[src/rtl/fetch_unit.sv]
// ==== fetch_unit: PC register and fetch stage with a 2-entry (out + skid) decode buffer ====
// Rev 1.0
`default_nettype none

module fetch_unit #(
  parameter int                ADDR_W    = 32,
  parameter logic [ADDR_W-1:0] RESET_PC  = '0,
  parameter int                MEM_DEPTH = 64
) (
  input  logic              clk,
  input  logic              rst,
  input  logic              halt,
  input  logic              redirect_valid,
  input  logic [ADDR_W-1:0] redirect_target,
  output logic [ADDR_W-1:0] instruction_address,
  input  logic [31:0]       instruction_in,
  output logic              instr_valid,
  input  logic              instr_ready,
  output logic [31:0]       instr_out,
  output logic [ADDR_W-1:0] instr_pc
);

  localparam logic [ADDR_W-1:0] c_pc_mask = ADDR_W'(MEM_DEPTH - 1);

  logic [ADDR_W-1:0] pc_q, pc_d;
  logic              pend_q, pend_d;
  logic [ADDR_W-1:0] pend_pc_q, pend_pc_d;
  logic              out_valid_q, out_valid_d;
  logic [31:0]       out_instr_q, out_instr_d;
  logic [ADDR_W-1:0] out_pc_q, out_pc_d;
  logic              skid_valid_q, skid_valid_d;
  logic [31:0]       skid_instr_q, skid_instr_d;
  logic [ADDR_W-1:0] skid_pc_q, skid_pc_d;

  logic       deq;
  logic       issue;
  logic [1:0] occ;

  always_comb begin
    deq   = out_valid_q & instr_ready;
    // Slots already committed for the next cycle; an issue is allowed only if one stays free.
    occ   = {1'b0, out_valid_q} + {1'b0, skid_valid_q} + {1'b0, pend_q} - {1'b0, deq};
    issue = !halt && !redirect_valid && (occ < 2'd2);

    pc_d         = pc_q;
    pend_d       = pend_q;
    pend_pc_d    = pend_pc_q;
    out_valid_d  = out_valid_q;
    out_instr_d  = out_instr_q;
    out_pc_d     = out_pc_q;
    skid_valid_d = skid_valid_q;
    skid_instr_d = skid_instr_q;
    skid_pc_d    = skid_pc_q;

    if (redirect_valid) begin
      pc_d         = redirect_target & c_pc_mask;
      pend_d       = 1'b0;
      out_valid_d  = 1'b0;
      skid_valid_d = 1'b0;
    end else begin
      pend_d = issue;
      if (issue) begin
        pend_pc_d = pc_q;
        pc_d      = (pc_q + ADDR_W'(1)) & c_pc_mask;
      end
      if (deq) begin
        out_valid_d = 1'b0;
      end
      if (!out_valid_d && skid_valid_q) begin
        out_valid_d  = 1'b1;
        out_instr_d  = skid_instr_q;
        out_pc_d     = skid_pc_q;
        skid_valid_d = 1'b0;
      end
      // Arriving data is always younger than whatever sits in the skid register.
      if (pend_q) begin
        if (!out_valid_d) begin
          out_valid_d = 1'b1;
          out_instr_d = instruction_in;
          out_pc_d    = pend_pc_q;
        end else begin
          skid_valid_d = 1'b1;
          skid_instr_d = instruction_in;
          skid_pc_d    = pend_pc_q;
        end
      end
    end
  end

  always_ff @(posedge clk or negedge rst) begin
    if (!rst) begin
      pc_q         <= RESET_PC;
      pend_q       <= 1'b0;
      pend_pc_q    <= '0;
      out_valid_q  <= 1'b0;
      out_instr_q  <= '0;
      out_pc_q     <= '0;
      skid_valid_q <= 1'b0;
      skid_instr_q <= '0;
      skid_pc_q    <= '0;
    end else begin
      pc_q         <= pc_d;
      pend_q       <= pend_d;
      pend_pc_q    <= pend_pc_d;
      out_valid_q  <= out_valid_d;
      out_instr_q  <= out_instr_d;
      out_pc_q     <= out_pc_d;
      skid_valid_q <= skid_valid_d;
      skid_instr_q <= skid_instr_d;
      skid_pc_q    <= skid_pc_d;
    end
  end

  assign instruction_address = pc_q;
  assign instr_valid         = out_valid_q;
  assign instr_out           = out_instr_q;
  assign instr_pc            = out_pc_q;

endmodule

`default_nettype wire

[config.mk]
export PLATFORM = sky130hd
export DESIGN_NAME = fetch_unit
export DESIGN_NICKNAME = d
export VERILOG_FILES = /design/src/rtl/fetch_unit.sv
export SDC_FILE = /design/constraint.sdc
export NUM_CORES = 1
export LEC_CHECK = 0
export BUFFER_PORTS_ARGS = -buffer_cell sky130_fd_sc_hd__buf_4
export CORE_ASPECT_RATIO = 2
export CORE_MARGIN = 2
export CORE_UTILIZATION = 40
export DETAILED_ROUTE_END_ITERATION = 10
export PLACE_DENSITY_LB_ADDON = 0.05
export SKIP_LAST_GASP = 1
export SYNTH_ARGS = -nofsm -noshare
export SYNTH_HDL_FRONTEND = slang
export SYNTH_SLANG_ARGS = --single-unit
[constraint.sdc]
create_clock -name clk -period 2.54 [get_ports clk]
set_input_delay 0.381 -clock clk [delete_from_list [all_inputs] [get_ports clk]]
set_output_delay 0.381 -clock clk [all_outputs]
set_load 0.05 [all_outputs]
* Yosys cells after proc, flatten, opt, wreduce, memory -nomap -nowiden
Cells that the tools add are included.
** Word-level totals
- Output and inout port bits :: 97
- Logic and storage cells :: 44
- Input bits :: 69
- Register bits after elaboration :: 195
** Operators by class
- $lt $le $gt $ge :: 1
- Mux-type cells :: 19
- Add/sub/neg operators :: 4
- Bitwise gates (word level) :: 2
- Reduce and logical (&&, ||, !) cells :: 9
** Operator list (count)
- $mux 32 :: 8
- $mux 1 :: 11
- $add 6x1->6 const B :: 1
- $logic_and 1x1->1 :: 3
- $logic_not 1->1 :: 3
- $reduce_and 3->1 :: 1
- $add 1x1->2 :: 1
- $add 2x1->2 :: 1
- $lt 2x2->1 const B :: 1
- $reduce_and 2->1 :: 1
- $reduce_bool 2->1 :: 1
- $sub 2x1->2 :: 1
- $and 1x1->1 :: 1
- $not 1->1 :: 1

* Depth between registers and ports, before layout
Gate-level depths: netlist (run 1).
- Depth in word-level cells :: 10
- Gate-level depth with buffers :: 11
- Depth with buffers taken out :: 8

* Least setup slack after synthesis (run 1)
OpenSTA, ideal clock, no wires.
- Path type :: reg2reg
- Start point :: reg out_valid_q (netlist: instr_valid)
- End point :: reg pend_pc_q[0]
- Library setup time :: 0.125 ns
- Stages on the path, launching flop included :: 10
- Path buffers :: 1
- Period minus slack after synthesis :: 2.372 ns
- Slack :: 0.168 ns
- Required time :: 2.415 ns
- Arrival :: 2.247 ns
- Path through :: dfrtp_1 -> and2_1 -> ha_1 -> inv_1 -> ha_1 -> a21oi_2 -> mux2i_1 -> buf_6 -> nor2_4 -> mux2_2
** Between the ends
- Cells in the longest elaborated chain, start to end :: 6
- Elaborated cells between the ends (all ways) :: 7
- Classes of those cells :: 3 x add/sub; 1 x order compare; 1 x bitwise; 2 x reduce/logical
** Ends and longest elaborated chain
- from (decl) :: RTL line 28 : logic out_valid_q, out_valid_d;
- from (signal assigned) :: RTL line 105 : out_valid_q <= out_valid_d;
- $add 1x1->2 :: RTL line 42 : occ = {1'b0, out_valid_q} + {1'b0, skid_valid_q} + {1'b0, pend_q} - {1'b0, deq};
- $add 2x1->2 :: RTL line 42
- $sub 2x1->2 (*) :: RTL line 42
- $lt 2x2->1 (*) :: RTL line 43 : issue = !halt && !redirect_valid && (occ < 2'd2);
- $logic_and 1x1->1 (*) :: RTL line 43
- $reduce_and 2->1 (no source line) (*)
- to (signal assigned) :: RTL line 104 : pend_pc_q <= pend_pc_d;
- to (decl) :: RTL line 27 : logic [ADDR_W-1:0] pend_pc_q, pend_pc_d;
Every way passes the cells marked *; elsewhere a longest branch is shown, timed or not.
A chain may end at the register's enable or synchronous reset.

* Worst setup path after layout (run 1)
- Start point :: reg out_valid_q (netlist: instr_valid)
- End point :: reg pc_q[5] (netlist: instruction_address[5])
** Between the ends
- Cells in the longest elaborated chain, start to end :: 6
- Elaborated cells between the ends (all ways) :: 7
- Classes of those cells :: 3 x add/sub; 1 x order compare; 1 x bitwise; 2 x reduce/logical
** Ends and longest elaborated chain
- $add 1x1->2 :: RTL line 42
- $add 2x1->2 :: RTL line 42
- $sub 2x1->2 (*) :: RTL line 42
- $lt 2x2->1 (*) :: RTL line 43
- $logic_and 1x1->1 (*) :: RTL line 43
- $reduce_bool 2->1 (no source line) (*)
- to (signal assigned) :: RTL line 102 : pc_q <= pc_d;
- to (decl) :: RTL line 25 : logic [ADDR_W-1:0] pc_q, pc_d;
Marked as above.

==> results of run 1 <==
-- worst max-delay path by stage --
stage	endpoint	slack, ps
finish	instruction_address[5]	260
CTS	instruction_address[5]	240
global placement	instruction_address[5]	180
global route	instruction_address[5]	150
floorplan	pend_pc_q[0]	170
detailed placement	instruction_address[5]	150
-- layout make-up --
cell class              count  area [sq um]
fillers                  1205          6290
flip-flops and latches    117          2930
multi-input cells         295          2040
repair buffers            126           986
clock buffers              18           439
well taps                 152           190
clock inverters            14           104
inverters                   3          11.3
-- stage by stage --
step | total power, W | hold WS (ps) | area, sq um
final | 0.00578 | 180 | 6700
after global routing | 0.00605 | 179 | 6700
after CTS | 0.00586 | 168 | 6700
after detailed placement | 0.00366 | 365 | 6140
after global placement | 0.00362 | 355 | 6140
after floorplan | 0.00326 | 85.4 | 5380
-- critical path: stages (launching register included) --
cell and delay, ps:
dfrtp_1 410, and2_1 160, ha_1 270, inv_1 40, ha_1 270, a21oi_2 150
mux2i_1 80, buf_4 180, o311a_1 350, a211o_1 260
-- power groups by stage --
stage | clock network [W] | logic (W) | registers (W)
floorplan | 0 | 0.000559 | 0.00270
global placement | 0 | 0.00127 | 0.00234
detailed placement | 0 | 0.00130 | 0.00236
CTS | 0.00222 | 0.00130 | 0.00233
global route | 0.00231 | 0.00138 | 0.00236
finish | 0.00216 | 0.00129 | 0.00233
-- kinds of logic after synthesis --
family                     synth area share [%]
and+or+nand+nor                            8.66
DFF                                        55.4
buffers and inverters                      7.93
adders and majority gates                 0.710
xor gates and xnor gates                  0.166
other                                    0.0709
muxes                                      9.75
AOI/OAI and AO/OA                          17.3
-- metal layers --
layer | vias to the layer above | track usage, % | share of wire, %
li1 | 1783 | - | -
met1 | 1940 | 22.7 | 40
met2 | 105 | 32.4 | 54
met3 | 10 | 5.20 | 4.5
met4 | 0 | 5.73 | 1.1
met5 | - | 0 | 0
-- cells in the final DEF, fill, tap and decap left out, types with 2 or more instances in the layout --
master,count
o21ai_0,5
nand3_1,4
nor2_1,7
nor3_1,2
o21ai_1,37
nor2b_1,27
clkinvlp_4,6
a21oi_1,2
clkbuf_16,17
a2bb2oi_1,39
inv_1,3
mux2_2,44
inv_6,4
conb_1,26
buf_4,122
ha_1,3
buf_12,3
nand2_1,41
dfrtp_1,116
clkinv_2,3
mux2i_1,2
nor2_4,2
or3_1,2
a22oi_1,39
-- registers in the layout, indices dropped and copies added, names as in the netlist --
name and flops:
skid_valid_q 1, instr_out 32, skid_instr_q 32, skid_pc_q 6
instr_pc 32, instr_valid 1, pend_q 1, pend_pc_q 6
instruction_address 6
-- cells in the mapped netlist (4+ instances only) --
cell type,count
nand2_1,41
o21ai_0,5
a2bb2oi_1,39
buf_4,27
buf_6,9
clkbuf_1,12
buf_2,11
a22oi_1,39
nor2b_1,27
dfrtp_1,117
o21ai_1,37
mux2_2,44
nor2_1,7
nand3_1,4
-- repair_timing --
action                                 in CTS  in global routing
hold buffers                                1                  0
gates resized for setup                     0                  0
endpoints found under the hold margin      32                  0
==> summary.txt, run 1 <==
GRT
  • Number of global-route vias before repair: 3898
  • Initial antenna violation count: 0
  • GRT Util Overall: 18.8%
  • First-pass GRT wire length: 20900 um
  • Pin count of the biggest net entering global routing: 58
  • GRT overflow: 0

Floorplan
  • FP Rows: 59
  • Die height: 167 um
  • Die area: 0.0142 sq mm
  • Core ar.: 0.0130 sq mm
  • IO Count: 166
  • Die X: 85.3 um
  • Initial Utilization: 40.7%

Timing
  • Hold Vio Cnt, Final: 0
  • Minimum clock period: 2280 ps
  • Fin Setup TNS: 0 ps
  • Final Worst Setup Slack: 256 ps
  • RSZ-0062 raised after global routing: false
  • Max-slew headroom: 60.3%
  • Fmax: 438 MHz
  • Final Cycle Share: 89.9%
  • Least-Margin Pin Slew: 595 ps
  • Final-report setup violation count: 0
  • Setup Skew: 10.9 ps
  • Fin. max-slew vios: 0

Setup path
  • Crit Path Class: reg -> reg
  • CP required: 2840 ps
  • FF-to-FF path depth: 9
  • WP data arrival: 2580 ps
  • Flop2flop setup slack: 260 ps
  • CP startpoint: instr_valid
  • Max Fanout on Critical Path: 11
  • Crit start category: flip-flop
  • RR Startpoint: instr_valid
  • Worst setup EP type: flip-flop
  • Reg2reg end: instruction_address[5]

Synth
  • Yosys reg bits: 117
  • Mapped Cells: 450
  • Async SR Flop Fraction: 100%
  • Top FF cell, synth: dfrtp_1
  • Synth top area cells: dfrtp_1 55%, mux2_2 9.4%, a2bb2oi_1 6.5%
  • Post-synth top area cell: dfrtp_1
  • Avg Cell Area, Syn: 11.7 sq um
  • Seq/Total Area, Yosys: 55.4%
  • Post-synthesis cell area: 0.00529 sq mm
  • Ys Warns: 0
  • Number of synthesized flops with an enable pin: 0
  • Synth top area share: 55.4%
  • Synth unique cells: 36

Cells and area
  • Post-Route Utilization: 51.6%
  • Post-Layout Cell Count: 725
  • Nets@finish: 632
  • Ant diodes: 0
  • Area Growth Syn to Fin: 26.7%
  • Layout cell share with drive strength beyond 1: 36.5%

Route
  • DR WL/cell: 17.9 um
  • Via density: 5.29
  • DRT iter0 DRCs: 226
  • Routed WL: 13000 um
  • Via count: 3838
  • DR DRC count: 0
  • ANT nets after route: 0
  • First-pass DRT Iterations: 4

Placed design
  • Pre-CTS setup slack: 154 ps
  • Dpl cells: 692
  • PortBufs: 113
  • Global placement routability congestion: 0.720
  • Hpwl dp: 8360 um

Pwr
  • Combinational share of power: 22.3%
  • Pint: 0.00388 W
  • Clock power frac: 37.4%
  • Leak: 3.16 nW
  • Power Density: 862 mW/mm^2
  • Sw frac: 32.9%
  • Sequential share of power: 40.3%
  • Net switching power: 0.00190 W
  • VDD IR-drop max: 0.562 mV

Job
  • Max Cap Viol: 0

Min path
  • Endpoint, Worst Hold: instruction_address[0]
  • Hold wc startpoint: redirect_target[0]
  • Hold Crit Class: in -> reg
  • Hold path depth: 3

Outcome
  • Outcome: finished clean

Clock network
  • # Post-CTS Setup Buffers: 0
  • CTS buffer count: 17
  • CTS Root Cell: clkbuf_16
  • CTS Buffer Depth: 2
  • CTS tree: yes
  • Clock-pin slew on the worst setup and hold paths: 60 ps
  • CTS H-tree depth: 4
  • Clk sink count: 117
  • Worst-Skew Late Latency: 410 ps
Note: power is estimated with default switching activity, not from simulation.
==> run 2, diff against run 1 <==
- clock period: 2.54 -> 2.3 ns (I/O delays scaled with it)
==> summary.txt, run 2 (synthesis results as in run 1) <==
Min path
  • Hold wc startpoint: redirect_target[5]
  • Endpoint, Worst Hold: instruction_address[5]
  • Hold path depth: 2
  • Hold Crit Class: in -> reg

Pwr
  • Leak: 3.20 nW
  • VDD IR-drop max: 0.620 mV
  • Power Density: 958 mW/mm^2

Floorplan
  • FP Rows: 59
  • Die height: 167 um
  • Core ar.: 0.0130 sq mm
  • IO Count: 166
  • Initial Utilization: 40.7%
  • Die area: 0.0142 sq mm
  • Die X: 85.3 um

Clock network
  • PostCTS Resize Cnt: 0
  • CTS H-tree depth: 4
  • CTS tree: yes
  • Clk sink count: 117
  • CTS Root Cell: clkbuf_16
  • CTS buffer count: 17
  • CTS Buffer Depth: 2
  • Worst-Skew Late Latency: 410 ps
  • Clock-pin slew on the worst setup and hold paths: 60 ps

Placed design
  • Dpl cells: 698
  • Hpwl dp: 8270 um
  • Global placement routability congestion: 0.703
  • PortBufs: 113
  • Pre-CTS setup slack: -28.3 ps

Timing
  • Worst hold margin: 147 ps
  • Hold Vio Cnt, Final: 0
  • Final Cycle Share: 96.6%
  • Least-Margin Pin Slew: 586 ps
  • Final-report setup violation count: 0
  • Minimum clock period: 2220 ps
  • RSZ-0062 raised after global routing: true
  • Fmax: 450 MHz
  • Fin Setup TNS: 0 ps
  • Setup Skew: 6.96 ps
  • Fin. max-slew vios: 0
  • Final Worst Setup Slack: 78.5 ps
  • Max-slew headroom: 60.8%

Cells and area
  • Area Growth Syn to Fin: 28.1%
  • Commonest non-fill, non-tap cells in the layout: 127 x buf_4, 115 x dfrtp_1, 44 x mux2_2, 41 x nand2_1
  • Nets@finish: 638
  • Layout cell share with drive strength beyond 1: 37.3%
  • Post-Layout Cell Count: 731
  • Ant diodes: 0
  • Final-layout fill cell count: 1184
  • Most common cell after layout, fill and taps aside: buf_4

Setup path
  • CP required: 2600 ps
  • FF-to-FF path depth: 9
  • RR Startpoint: instr_valid
  • Max Fanout on Critical Path: 9
  • Crit Path Class: reg -> reg
  • Worst setup EP type: flip-flop
  • Most Frequent Cell on Critical Path: ha_1
  • Reg2reg end: instruction_address[5]
  • Flop2flop setup slack: 80 ps
  • Slowest-stage cell, CP: dfrtp_2
  • Worst path max stage delay: 390 ps
  • Critical path, cell by cell: and2_1 > ha_1 > inv_1 > ha_1 > a21oi_2 > mux2i_1 > buf_4 > o311a_1 > a211o_1
  • Crit start category: flip-flop
  • WP data arrival: 2520 ps

GRT
  • GRT overflow: 0
  • Initial antenna violation count: 0
  • Number of global-route vias before repair: 4074
  • First-pass GRT wire length: 21500 um
  • Pin count of the biggest net entering global routing: 99
  • GRT Util Overall: 19.3%

Route
  • DR WL/cell: 17.9 um
  • DR DRC count: 0
  • Via density: 5.33
  • Routed WL: 13100 um
  • Via count: 3893
  • ANT nets after route: 0
  • First-pass DRT Iterations: 4
  • DRT iter0 DRCs: 193

Job
  • Max Cap Viol: 0

Outcome
  • Outcome: finished clean
[run 2: cell count changes in the layout (fill, tap and decap cells not counted)]
cell	previous run	this run
inv_6	4	2
bufinv_16	0	1
dfrtp_1	116	115
clkbuf_8	1	0
buf_4	122	127
dfrtp_2	1	2
buf_12	3	4
clkinv_4	1	3
[run 2: repair_timing]
item	CTS	global route
setup buffers	0	0
hold endpoints to repair	19	0
hold buffers	1	0
setup endpoints to repair	0	1
[run 2: critical path, delay by kind of cell (launching register included)]
| family | cells | cell delay [ps] |
|---|---|---|
| adders and majority gates | 2 | 540 |
| muxes | 1 | 80 |
| buffers and inverters | 2 | 210 |
| DFF | 1 | 390 |
| AOI/OAI and AO/OA | 3 | 740 |
| and+or+nand+nor | 1 | 140 |
[run 2: cell type report]
type | count | area, sq um | share of cell area (%)
clock buffers | 17 | 425 | 6.28
clock inverters | 15 | 134 | 1.98
inverters | 3 | 11.3 | 0.166
multi-input cells | 295 | 2040 | 30.1
flip-flops and latches | 117 | 2930 | 43.3
well taps | 152 | 190 | 2.81
repair buffers | 132 | 1040 | 15.4
[run 2: routing by layer]
metal | GRT usage, % | vias to the layer above | wire length (um)
met5 | 0 | - | 0
li1 | - | 1800 | -
met1 | 23.1 | 1970 | 5260
met3 | 4.81 | 16 | 570
met2 | 32.9 | 107 | 7060
met4 | 7.04 | 0 | 226
[run 2: how the worst max path moves through the flow]
| stage | from | endpoint | cells after the start | slack, ps |
|---|---|---|---|---|
| 2_1_floorplan | instr_valid | pend_pc_q[0] | 9 | 40 |
| 5_1_grt | instr_valid | instruction_address[5] | 9 | -10 |
| 3_5_place_dp | instr_ready | instruction_address[5] | 10 | -30 |
| 6_report | instr_valid | instruction_address[5] | 9 | 80 |
| 3_3_place_gp | instr_ready | instruction_address[5] | 10 | -4 |
| 4_1_cts | instr_valid | instruction_address[5] | 9 | 50 |
[run 2: report_power, final]
group          switching (W)  internal, W  total, W
Clock                0.00100      0.00149   0.00249
Sequential          0.000219      0.00235   0.00257
Combinational       0.000903     0.000533   0.00144
[run 2: metrics by stage]
step,total power [W],instance area (sq um),util [%]
2_1_floorplan,0.00360,5380,-
3_3_place_gp,0.00400,6200,47.7
3_5_place_dp,0.00406,6200,47.7
4_1_cts,0.00657,6770,52.1
5_1_grt,0.00679,6770,52.1
6_report,0.00649,6770,52.1
==> run 3, diff against run 2 <==
- CTS_CLUSTER_SIZE: unset -> 8
- PLACE_DENSITY: unset -> 0.7
- PLACE_DENSITY_LB_ADDON: 0.05 -> unset
- RECOVER_POWER: unset -> 100
==> summary.txt, run 3 (synthesis results as in run 1) <==
Timing
  • Hold Vio Cnt, Final: 0
  • Max-slew headroom: 35.4%
  • Fin Setup TNS: 0 ps
  • Final-report setup violation count: 0
  • Least-Margin Pin Slew: 969 ps
  • Final Cycle Share: 95.1%
  • Fmax: 457 MHz
  • Setup Skew: 4.98 ps
  • Minimum clock period: 2190 ps
  • RSZ-0062 raised after global routing: false
  • Fin. max-slew vios: 0

GRT
  • GRT overflow: 0
  • Number of global-route vias before repair: 4072
  • First-pass GRT wire length: 20300 um
  • Initial antenna violation count: 0
  • Pin count of the biggest net entering global routing: 59
  • GRT Util Overall: 18.1%

Setup path
  • Crit Path Class: reg -> reg
  • WP data arrival: 2470 ps
  • Max Fanout on Critical Path: 7
  • Slowest-stage cell, CP: dfrtp_2
  • Reg2reg end: pend_pc_q[0]
  • Worst path max stage delay: 400 ps
  • CP required: 2580 ps
  • Worst setup EP type: flip-flop
  • Critical path, cell by cell: and2_0 > ha_1 > inv_2 > ha_4 > a21oi_2 > mux2i_1 > buf_4 > nor2_4 > mux2_4
  • FF-to-FF path depth: 9
  • Flop2flop setup slack: 110 ps
  • Crit start category: flip-flop
  • RR Startpoint: instr_valid

Route
  • Routed WL: 12400 um
  • DR WL/cell: 17.0 um
  • First-pass DRT Iterations: 4
  • DR DRC count: 0
  • DRT iter0 DRCs: 250
  • Via density: 5.36
  • ANT nets after route: 0
  • Via count: 3905

Floorplan
  • Die height: 167 um
  • Core ar.: 0.0130 sq mm
  • Die area: 0.0142 sq mm
  • Die X: 85.3 um
  • FP Rows: 59
  • Initial Utilization: 40.7%
  • IO Count: 166

Cells and area
  • Ant diodes: 0
  • Most common cell after layout, fill and taps aside: dfrtp_1
  • Post-Route Utilization: 50.3%
  • Final-layout fill cell count: 1229
  • Commonest non-fill, non-tap cells in the layout: 116 x dfrtp_1, 73 x clkbuf_1, 50 x buf_4, 41 x nand2_1
  • Nets@finish: 636
  • Area Growth Syn to Fin: 23.5%
  • Layout cell share with drive strength beyond 1: 24.8%

Min path
  • Hold path depth: 2
  • Endpoint, Worst Hold: instruction_address[5]
  • Hold Crit Class: in -> reg
  • Hold wc startpoint: redirect_target[5]

Clock network
  • Clock-pin slew on the worst setup and hold paths: 50 ps
  • Worst-Skew Late Latency: 400 ps
  • CTS H-tree depth: 4
  • CTS buffer count: 17
  • CTS Root Cell: clkbuf_16
  • Clk sink count: 117
  • CTS tree: yes
  • CTS Buffer Depth: 2

Placed design
  • Global placement routability congestion: 0.707
  • Hpwl dp: 7990 um
  • PortBufs: 113

Pwr
  • Leak: 2.95 nW
  • Power Density: 1010 mW/mm^2
  • VDD IR-drop max: 0.717 mV

Job
  • Max Cap Viol: 0

Outcome
  • Outcome: finished clean
==> run 3: final cells by class <==
| cell class | count | area, sq um | share of cell area [%] |
|---|---|---|---|
| flip-flops and latches | 117 | 2930 | 44.9 |
| multi-input cells | 295 | 2070 | 31.8 |
| repair buffers | 130 | 709 | 10.9 |
| clock buffers | 18 | 439 | 6.73 |
| well taps | 152 | 190 | 2.91 |
| clock inverters | 14 | 175 | 2.68 |
| inverters | 3 | 11.3 | 0.172 |
==> run 3: worst max path at each step <==
stage           startpoint                endpoint  slack (ps)  cells past startpoint
5_1_grt        instr_valid            pend_pc_q[0]           7                      9
4_1_cts        instr_valid  instruction_address[4]          50                     10
3_5_place_dp   instr_ready  instruction_address[4]         -20                     11
6_report       instr_valid            pend_pc_q[0]         110                      9
3_3_place_gp   instr_ready            pend_pc_q[0]           7                     10
2_1_floorplan  instr_valid            pend_pc_q[0]          40                      9
==> run 3: report_power, final <==
| group | internal (W) | switching, W | total, W |
|---|---|---|---|
| clock | 0.00174 | 0.000965 | 0.00271 |
| sequential | 0.00235 | 0.000208 | 0.00256 |
| combinational | 0.000424 | 0.000901 | 0.00133 |
==> run 3: metrics by stage <==
stage	cell area [sq um]	setup WS, ps	power, W	instances	hold WS [ps]
2_1_floorplan	5380	36.2	0.00360	475	49.4
3_3_place_gp	6150	7.19	0.00397	693	341
3_5_place_dp	6150	-17.8	0.00403	693	350
4_1_cts	6780	45.3	0.00677	726	145
5_1_grt	6530	7.29	0.00689	729	138
6_report	6530	114	0.00659	729	161
==> run 3: repair_timing <==
action | 4_1_cts | 5_1_grt
resized for setup | 0 | 10
buffers inserted | 0 | 3
hold endpoints to repair | 38 | 0
endpoints found under the setup margin | 0 | 10
hold buffers | 1 | 0
==> run 3: layer usage <==
layer | share of wire [%] | global-route usage (%) | vias up
met1 | 40 | 20.8 | 1971
li1 | - | - | 1786
met2 | 54 | 31.7 | 132
met5 | 0 | 0 | -
met4 | 1.5 | 6.69 | 0
met3 | 4.7 | 4.96 | 16
==> run 3: worst max-delay path: cells and delay by family, from the launching register on <==
kind,cells,cell delay (ps)
adders and majority gates,2,470
muxes,2,440
and+or+nand+nor,2,410
DFF,1,400
AOI/OAI and AO/OA,1,120
buffers and inverters,2,240
